**src/rtl/vdma_pkg.sv**
```systemverilog
// Shared definitions for the VDMA frame movers (mm2fifo reader, s2mm writer).
// Contents: read/write FSM state encoding, fixed AXI attribute encodings and
// small elaboration-time helpers for deriving AXI sizes from parameters.
package vdma_pkg;

  typedef enum logic [2:0] {
    StIdle,
    StFstart,
    StAddr,
    StData,
    StDrain
  } vdma_state_e;

  localparam logic [1:0] AxiBurstIncr    = 2'b01;
  localparam logic [3:0] AxiCacheDefault = 4'b0010;

  // Ceiling log2; clogb2(1) = 0.
  function automatic int unsigned clogb2(input int unsigned value);
    int unsigned r;
    r = 0;
    for (int i = 0; i < 32; i++) begin
      if ((64'd1 << i) < 64'(value)) r = i + 1;
    end
    return r;
  endfunction

  // Bytes occupied by one pixel in memory, rounded up to 1, 2 or 4.
  function automatic int unsigned cupperbytes(input int unsigned bits);
    int unsigned b;
    b = (bits + 7) / 8;
    return (b > 2) ? 4 : b;
  endfunction

endpackage

```
**src/rtl/img_pos_cnt.sv**
```systemverilog
// Frame position counter shared by the VDMA readers and writers.
// col counts pixels remaining in the current row after the current word,
// row counts rows remaining after the current one. The word seen while both
// are zero is the last word of the frame; stepping there holds the count.
// Ports:
//   clk, rst_n       clock, async active-low reset
//   load             start of frame: col <= width - Step, row <= height - 1
//   step             one data word consumed
//   width, height    frame geometry in pixels / rows
//   done             current word is the final word of the frame
module img_pos_cnt #(
  parameter int unsigned WBits = 12,
  parameter int unsigned HBits = 12,
  parameter int unsigned Step  = 1
) (
  input  logic             clk,
  input  logic             rst_n,
  input  logic             load,
  input  logic             step,
  input  logic [WBits-1:0] width,
  input  logic [HBits-1:0] height,
  output logic             done
);

  localparam logic [WBits-1:0] StepW = WBits'(Step);

  logic [WBits-1:0] col_q, col_d;
  logic [HBits-1:0] row_q, row_d;

  assign done = (col_q == '0) && (row_q == '0);

  always_comb begin
    col_d = col_q;
    row_d = row_q;
    if (load) begin
      col_d = width - StepW;
      row_d = height - HBits'(1);
    end else if (step && !done) begin
      if (col_q == '0) begin
        col_d = width - StepW;
        row_d = row_q - HBits'(1);
      end else begin
        col_d = col_q - StepW;
      end
    end
  end

  always_ff @(posedge clk or negedge rst_n) begin
    if (!rst_n) begin
      col_q <= '0;
      row_q <= '0;
    end else begin
      col_q <= col_d;
      row_q <= row_d;
    end
  end

endmodule

```
**src/rtl/mm2fifo.sv**
```systemverilog
// AXI4 burst-read master: fetches an img_width x img_height frame from
// base_addr in fixed-length bursts and pushes the beats straight into a FIFO.
// Ports:
//   M_AXI_ACLK/M_AXI_ARESETN  clock, async active-low reset
//   soft_resetn, resetting    soft stop request / stopping-or-reset status
//   img_width, img_height     frame geometry; base_addr sampled after frame_pulse
//   frame_pulse               one-cycle frame start strobe
//   dout, sof, wr_en, full    FIFO write side; burst_space = room for a burst
//   M_AXI_AR*, M_AXI_R*       AXI4 read address / read data channels
module mm2fifo
  import vdma_pkg::*;
#(
  parameter int unsigned C_M_AXI_BURST_LEN   = 16,
  parameter int unsigned C_M_AXI_ID_WIDTH    = 1,
  parameter int unsigned C_M_AXI_ADDR_WIDTH  = 32,
  parameter int unsigned C_M_AXI_DATA_WIDTH  = 32,
  parameter int unsigned C_IMG_WBITS         = 12,
  parameter int unsigned C_IMG_HBITS         = 12,
  parameter int unsigned C_PIXEL_WIDTH       = 8
) (
  input  logic                          M_AXI_ACLK,
  input  logic                          M_AXI_ARESETN,
  input  logic                          soft_resetn,
  output logic                          resetting,
  input  logic [C_IMG_WBITS-1:0]        img_width,
  input  logic [C_IMG_HBITS-1:0]        img_height,
  input  logic [C_M_AXI_ADDR_WIDTH-1:0] base_addr,
  output logic                          frame_pulse,
  output logic [C_M_AXI_DATA_WIDTH-1:0] dout,
  output logic                          sof,
  output logic                          wr_en,
  input  logic                          full,
  input  logic                          burst_space,
  output logic [C_M_AXI_ID_WIDTH-1:0]   M_AXI_ARID,
  output logic [C_M_AXI_ADDR_WIDTH-1:0] M_AXI_ARADDR,
  output logic [7:0]                    M_AXI_ARLEN,
  output logic [2:0]                    M_AXI_ARSIZE,
  output logic [1:0]                    M_AXI_ARBURST,
  output logic                          M_AXI_ARLOCK,
  output logic [3:0]                    M_AXI_ARCACHE,
  output logic [2:0]                    M_AXI_ARPROT,
  output logic [3:0]                    M_AXI_ARQOS,
  output logic                          M_AXI_ARVALID,
  input  logic                          M_AXI_ARREADY,
  input  logic [C_M_AXI_ID_WIDTH-1:0]   M_AXI_RID,
  input  logic [C_M_AXI_DATA_WIDTH-1:0] M_AXI_RDATA,
  input  logic [1:0]                    M_AXI_RRESP,
  input  logic                          M_AXI_RLAST,
  input  logic                          M_AXI_RVALID,
  output logic                          M_AXI_RREADY
);

  localparam int unsigned PixelBytes  = cupperbytes(C_PIXEL_WIDTH);
  localparam int unsigned AdataPixels = C_M_AXI_DATA_WIDTH / 8 / PixelBytes;
  localparam int unsigned BurstBytes  = C_M_AXI_BURST_LEN * C_M_AXI_DATA_WIDTH / 8;

  vdma_state_e                   state_q, state_d;
  logic [C_M_AXI_ADDR_WIDTH-1:0] araddr_q, araddr_d;
  logic first_beat_q, first_beat_d;
  logic soft_resetting_q, soft_resetting_d;
  logic wait_space_q, wait_space_d;  // burst done, frame not done, FIFO lacks room
  logic rd_error_q, rd_error_d;
  logic pos_load, pos_step, pos_done;

  // RID is unchecked with a single outstanding burst; RRESP[0] only splits OKAY/EXOKAY.
  logic unused_inputs;
  assign unused_inputs = ^{M_AXI_RID, M_AXI_RRESP[0]};

  img_pos_cnt #(
    .WBits(C_IMG_WBITS),
    .HBits(C_IMG_HBITS),
    .Step (AdataPixels)
  ) u_pos (
    .clk   (M_AXI_ACLK),
    .rst_n (M_AXI_ARESETN),
    .load  (pos_load),
    .step  (pos_step),
    .width (img_width),
    .height(img_height),
    .done  (pos_done)
  );

  always_comb begin
    state_d          = state_q;
    araddr_d         = araddr_q;
    first_beat_d     = first_beat_q;
    soft_resetting_d = soft_resetting_q;
    wait_space_d     = wait_space_q;
    rd_error_d       = rd_error_q;
    frame_pulse      = 1'b0;
    M_AXI_RREADY     = 1'b0;
    wr_en            = 1'b0;
    pos_load         = 1'b0;
    pos_step         = 1'b0;
    unique case (state_q)
      StIdle: begin
        // Gated by reset so frame_pulse reads 0 while reset is held.
        if (M_AXI_ARESETN && soft_resetn && burst_space) begin
          frame_pulse = 1'b1;
          rd_error_d  = 1'b0;
          state_d     = StFstart;
        end
      end
      StFstart: begin
        araddr_d     = base_addr;
        pos_load     = 1'b1;
        first_beat_d = 1'b1;
        state_d      = StAddr;
      end
      StAddr: begin
        if (!soft_resetn) soft_resetting_d = 1'b1;
        if (M_AXI_ARREADY) begin
          state_d = (soft_resetting_q || !soft_resetn) ? StDrain : StData;
        end
      end
      StData: begin
        if (wait_space_q) begin
          // No burst outstanding here, so a soft stop can go straight to idle.
          if (!soft_resetn) begin
            wait_space_d = 1'b0;
            state_d      = StIdle;
          end else if (burst_space) begin
            wait_space_d = 1'b0;
            state_d      = StAddr;
          end
        end else if (!soft_resetn) begin
          M_AXI_RREADY = 1'b1;
          if (M_AXI_RVALID && M_AXI_RLAST) begin
            state_d = StIdle;
          end else begin
            soft_resetting_d = 1'b1;
            state_d          = StDrain;
          end
        end else begin
          M_AXI_RREADY = ~full;
          wr_en        = M_AXI_RVALID & ~full;
          if (wr_en) begin
            pos_step     = 1'b1;
            first_beat_d = 1'b0;
            if (M_AXI_RRESP[1]) rd_error_d = 1'b1;
            if (M_AXI_RLAST) begin
              if (pos_done) begin
                state_d = StIdle;
              end else begin
                araddr_d = araddr_q + C_M_AXI_ADDR_WIDTH'(BurstBytes);
                if (burst_space) state_d = StAddr;
                else wait_space_d = 1'b1;
              end
            end
          end
        end
      end
      StDrain: begin
        M_AXI_RREADY = 1'b1;
        if (M_AXI_RVALID && M_AXI_RLAST) begin
          soft_resetting_d = 1'b0;
          state_d          = StIdle;
        end
      end
      default: state_d = StIdle;
    endcase
  end

  always_ff @(posedge M_AXI_ACLK or negedge M_AXI_ARESETN) begin
    if (!M_AXI_ARESETN) begin
      state_q          <= StIdle;
      araddr_q         <= '0;
      first_beat_q     <= 1'b0;
      soft_resetting_q <= 1'b0;
      wait_space_q     <= 1'b0;
      rd_error_q       <= 1'b0;
    end else begin
      state_q          <= state_d;
      araddr_q         <= araddr_d;
      first_beat_q     <= first_beat_d;
      soft_resetting_q <= soft_resetting_d;
      wait_space_q     <= wait_space_d;
      rd_error_q       <= rd_error_d;
    end
  end

  assign resetting     = ~M_AXI_ARESETN | soft_resetting_q | ~soft_resetn;
  assign dout          = M_AXI_RDATA;
  assign sof           = first_beat_q & wr_en;
  assign M_AXI_ARVALID = (state_q == StAddr);
  assign M_AXI_ARADDR  = araddr_q;
  assign M_AXI_ARID    = '0;
  assign M_AXI_ARLEN   = 8'(C_M_AXI_BURST_LEN - 1);
  assign M_AXI_ARSIZE  = 3'(clogb2(C_M_AXI_DATA_WIDTH / 8));
  assign M_AXI_ARBURST = AxiBurstIncr;
  assign M_AXI_ARLOCK  = 1'b0;
  assign M_AXI_ARCACHE = AxiCacheDefault;
  assign M_AXI_ARPROT  = 3'b000;
  assign M_AXI_ARQOS   = 4'b0000;

endmodule

```
**config.mk**
```make
export PLATFORM = sky130hd
export DESIGN_NAME = mm2fifo
export DESIGN_NICKNAME = d
export VERILOG_FILES = /design/src/rtl/vdma_pkg.sv /design/src/rtl/img_pos_cnt.sv /design/src/rtl/mm2fifo.sv
export SDC_FILE = /design/constraint.sdc
export NUM_CORES = 1
export LEC_CHECK = 0
export ABC_AREA = 1
export ABC_CLOCK_PERIOD_IN_PS = 3490
export BUFFER_PORTS_ARGS = -buffer_cell sky130_fd_sc_hd__buf_2
export CORE_MARGIN = 3
export CORE_UTILIZATION = 30
export DETAILED_ROUTE_END_ITERATION = 8
export PLACE_DENSITY_LB_ADDON = 0.25
export SLEW_MARGIN = 20
export SYNTH_ARGS = -nofsm -noshare
export SYNTH_HDL_FRONTEND = slang
export SYNTH_HIERARCHICAL = 1
export SYNTH_SLANG_ARGS = --single-unit
```
**constraint.sdc**
```tcl
create_clock -name M_AXI_ACLK -period 3.49 [get_ports M_AXI_ACLK]
set_input_delay 0.698 -clock M_AXI_ACLK [delete_from_list [all_inputs] [get_ports M_AXI_ACLK]]
set_output_delay 0.698 -clock M_AXI_ACLK [all_outputs]
set_load 0.005 [all_outputs]
```
==> summary.txt <==
Clocking
  • H-tree depth: 3
  • Clock Tree Root: clkbuf_16
  • Clk buf depth: 2
  • CTS sink count: 62
  • Post-CTS setup buffers: 0
  • CTS tree: done
  • Cts hold-fix bufs: 0
  • Total CTS buffers: 9
  • Post-CTS resize count: 0
  • Clock transition at path regs: 0.05 ns
  • Worst skew pair latency: 0.34 ns

Finish
  • Layout area overhead: 12.1%
  • Final net count: 987
  • # diodes: 0
  • Share of layout cells above drive strength 1: 0.183
  • Cell Count, Final, Fillers Out: 1,105
  • Fin util: 0.347

Routing
  • Vias: 4,833
  • Routed WL: 13,300 um
  • Final ANT Viol Nets: 0
  • DRC marker count from the first detailed-route iteration: 275
  • Vias per inst: 4.37
  • DRC errors left: 0
  • 1st-pass router iterations: 4
  • WL/cell: 12.0 um

Worst setup path
  • RR Startpoint: state_q[1]
  • Setup crit end kind: flop
  • Setup CP Type: flop to flop
  • Crit. Startpoint: state_q[1]
  • Critical R2R Capture: u_pos/row_q[9]
  • Critical path fanouts, max: 17
  • R2R Setup Slk: 0.95 ns
  • CP required: 3.71 ns
  • CP arrival: 2.77 ns
  • Reg2reg path depth: 14
  • CP startpoint kind: flop
  • Critical Path End: u_pos/row_q[9]

Yosys
  • Post-synthesis sequential area ratio: 0.299
  • Mapped cell area: 5180 um2
  • Post-synth ARST share: 1.00
  • Synth Flop Type: dfrtp_1
  • Syn Inst Count: 817
  • Synth cell types: 41
  • Share of the synthesized area in the top cell type: 0.299
  • Post-synth EDFFs: 0
  • Seq cells post-synth: 62
  • Synth area leaders: dfrtp_1 30%, nand2_1 22%, buf_4 8.8%
  • Cell with the most instances after synthesis: nand2_1
  • Post-synth top cells: 309 x nand2_1, 97 x nor2_1, 75 x inv_1
  • Syn. warnings: 6
  • Yosys top cell by area: dfrtp_1
  • Avg Cell Area, Syn: 6.34 um2

STA
  • Fin. Hold Viols: 0
  • Peak Freq: 394 MHz
  • Period minus WS final: 2.54 ns
  • Setup TNS: 0 ns
  • Clock skew: 0.00577 ns
  • RSZ-0062 raised after global routing: false
  • Max Slew Vio Count: 0
  • Setup-failing EPs final: 0
  • Worst slew margin: 0.478
  • Actual slew at the worst max-slew pin: 0.780 ns
  • Hold WS: 0.253 ns
  • Period utilisation layout: 0.728

Global route
  • First-pass GRT wire length: 21,700 um
  • Gr usage total: 0.145
  • Initial antenna violation count: 3
  • Vias in the first global route: 4,383
  • Total gr overflow: 0
  • Pin count of the biggest net entering global routing: 52

Flow run
  • Max cap viols: 0

Hold path
  • Hold Path Class: input port to async pin

Floorplan
  • I/O pin count: 195
  • # rows: 47
  • Die W: 137 um
  • DIE AREA: 18,900 um2
  • Starting Density: 0.309
  • Core ar.: 16,800 um2
  • Chip Height: 137 um

Pwr
  • Maximum VDD drop: 0.000264 V
  • Pwr per Cell Area: 803 nW/um2
  • Static leakage: 3.10 nW

Run status
  • Status: completed

Place
  • Post-detail-place hpwl: 9910 um
  • Port Buffer Count: 101
  • GP Congestion: 0.826
  • Placed insts: 1,092
## worst max-delay path, cell delays in order, from the launching register on
cell and delay (ns):
dfrtp_1 0.42, inv_2 0.08, nand3_2 0.23, clkinv_1 0.37
inv_4 0.19, buf_4 0.26, nand2_1 0.08, nand2_1 0.13
nand2_1 0.10, nor2_2 0.23, nand3_1 0.10, nand2_1 0.07
nand2_1 0.05, nand2_1 0.06, nand2_1 0.05
## report_power, final
group	internal [mW]	switching (mW)
Sequential	1.06	0.389
Clock	0.559	0.322
Combinational	0.870	1.47
Total	2.49	2.18
## worst min path at each step
stage | start | end | slack [ns] | cells after the start
CTS | M_AXI_ARESETN | soft_resetting_q | 0.24 | 1
global route | M_AXI_ARESETN | soft_resetting_q | 0.26 | 1
global placement | u_pos/col_q[1] | u_pos/col_q[1] | 0.46 | 2
finish | M_AXI_ARESETN | soft_resetting_q | 0.25 | 1
floorplan | M_AXI_ARESETN | M_AXI_ARADDR[0] | 0.40 | 0
detailed placement | M_AXI_ARADDR[2] | M_AXI_ARADDR[2] | 0.46 | 2
## placed cells by master, fill, tap and decap left out, types with 5 or more instances in the layout
master / instances
nand2_1: 309
buf_2: 101
nor2_1: 96
inv_1: 75
nand3_1: 71
dfrtp_1: 62
conb_1: 26
o21ai_0: 23
o21ai_1: 15
nand4_1: 10
xor2_1: 9
clkbuf_16: 9
nand3_2: 8
nor3_1: 8
inv_2: 7
buf_4: 6
nor2_2: 5
xnor2_1: 5
ha_1: 5
## layer usage
| layer | vias up | share of wire | global-route usage |
|---|---|---|---|
| met5 | - | 0.0031 | 0 |
| met4 | 6 | 0.015 | 0.0504 |
| met3 | 16 | 0.061 | 0.0416 |
| met2 | 99 | 0.44 | 0.221 |
| met1 | 2125 | 0.48 | 0.196 |
| li1 | 2587 | - | - |
## logic make-up (layout without fill, tap and decap cells)
family,Yosys count,after routing,share of synthesized area
AOI/OAI and AO/OA,49,49,0.0577
muxes,1,1,0.00193
and+or+nand+nor,523,523,0.431
adders and majority gates,5,5,0.0121
other,2,26,0.00145
buffers and inverters,161,205,0.173
DFF,62,62,0.299
xor gates and xnor gates,14,14,0.0237
## cell type report
type                    instances  area, um2
clock buffers                  11        243
flip-flops and latches         62       1550
multi-input cells             618       2830
inverters                      85        324
clock inverters                 2       35.0
well taps                     220        275
repair buffers                107        551
fillers                      1879      10900
## through the flow
step,instance area (um2),setup slack [ns],power (mW)
6_report,5810,0.949,4.67
5_1_grt,5810,0.584,5.22
4_1_cts,5810,0.904,4.73
3_5_place_dp,5530,0.920,3.82
3_3_place_gp,5530,0.932,3.82
2_1_floorplan,5270,1.13,3.24
## state kept, by name, summed over array words and instances (netlist names)
register          count
M_AXI_ARADDR         32
first_beat_q          1
soft_resetting_q      1
state_q               3
u_pos/col_q          12
u_pos/row_q          12
wait_space_q          1
Note: power is estimated with default switching activity, not from simulation.
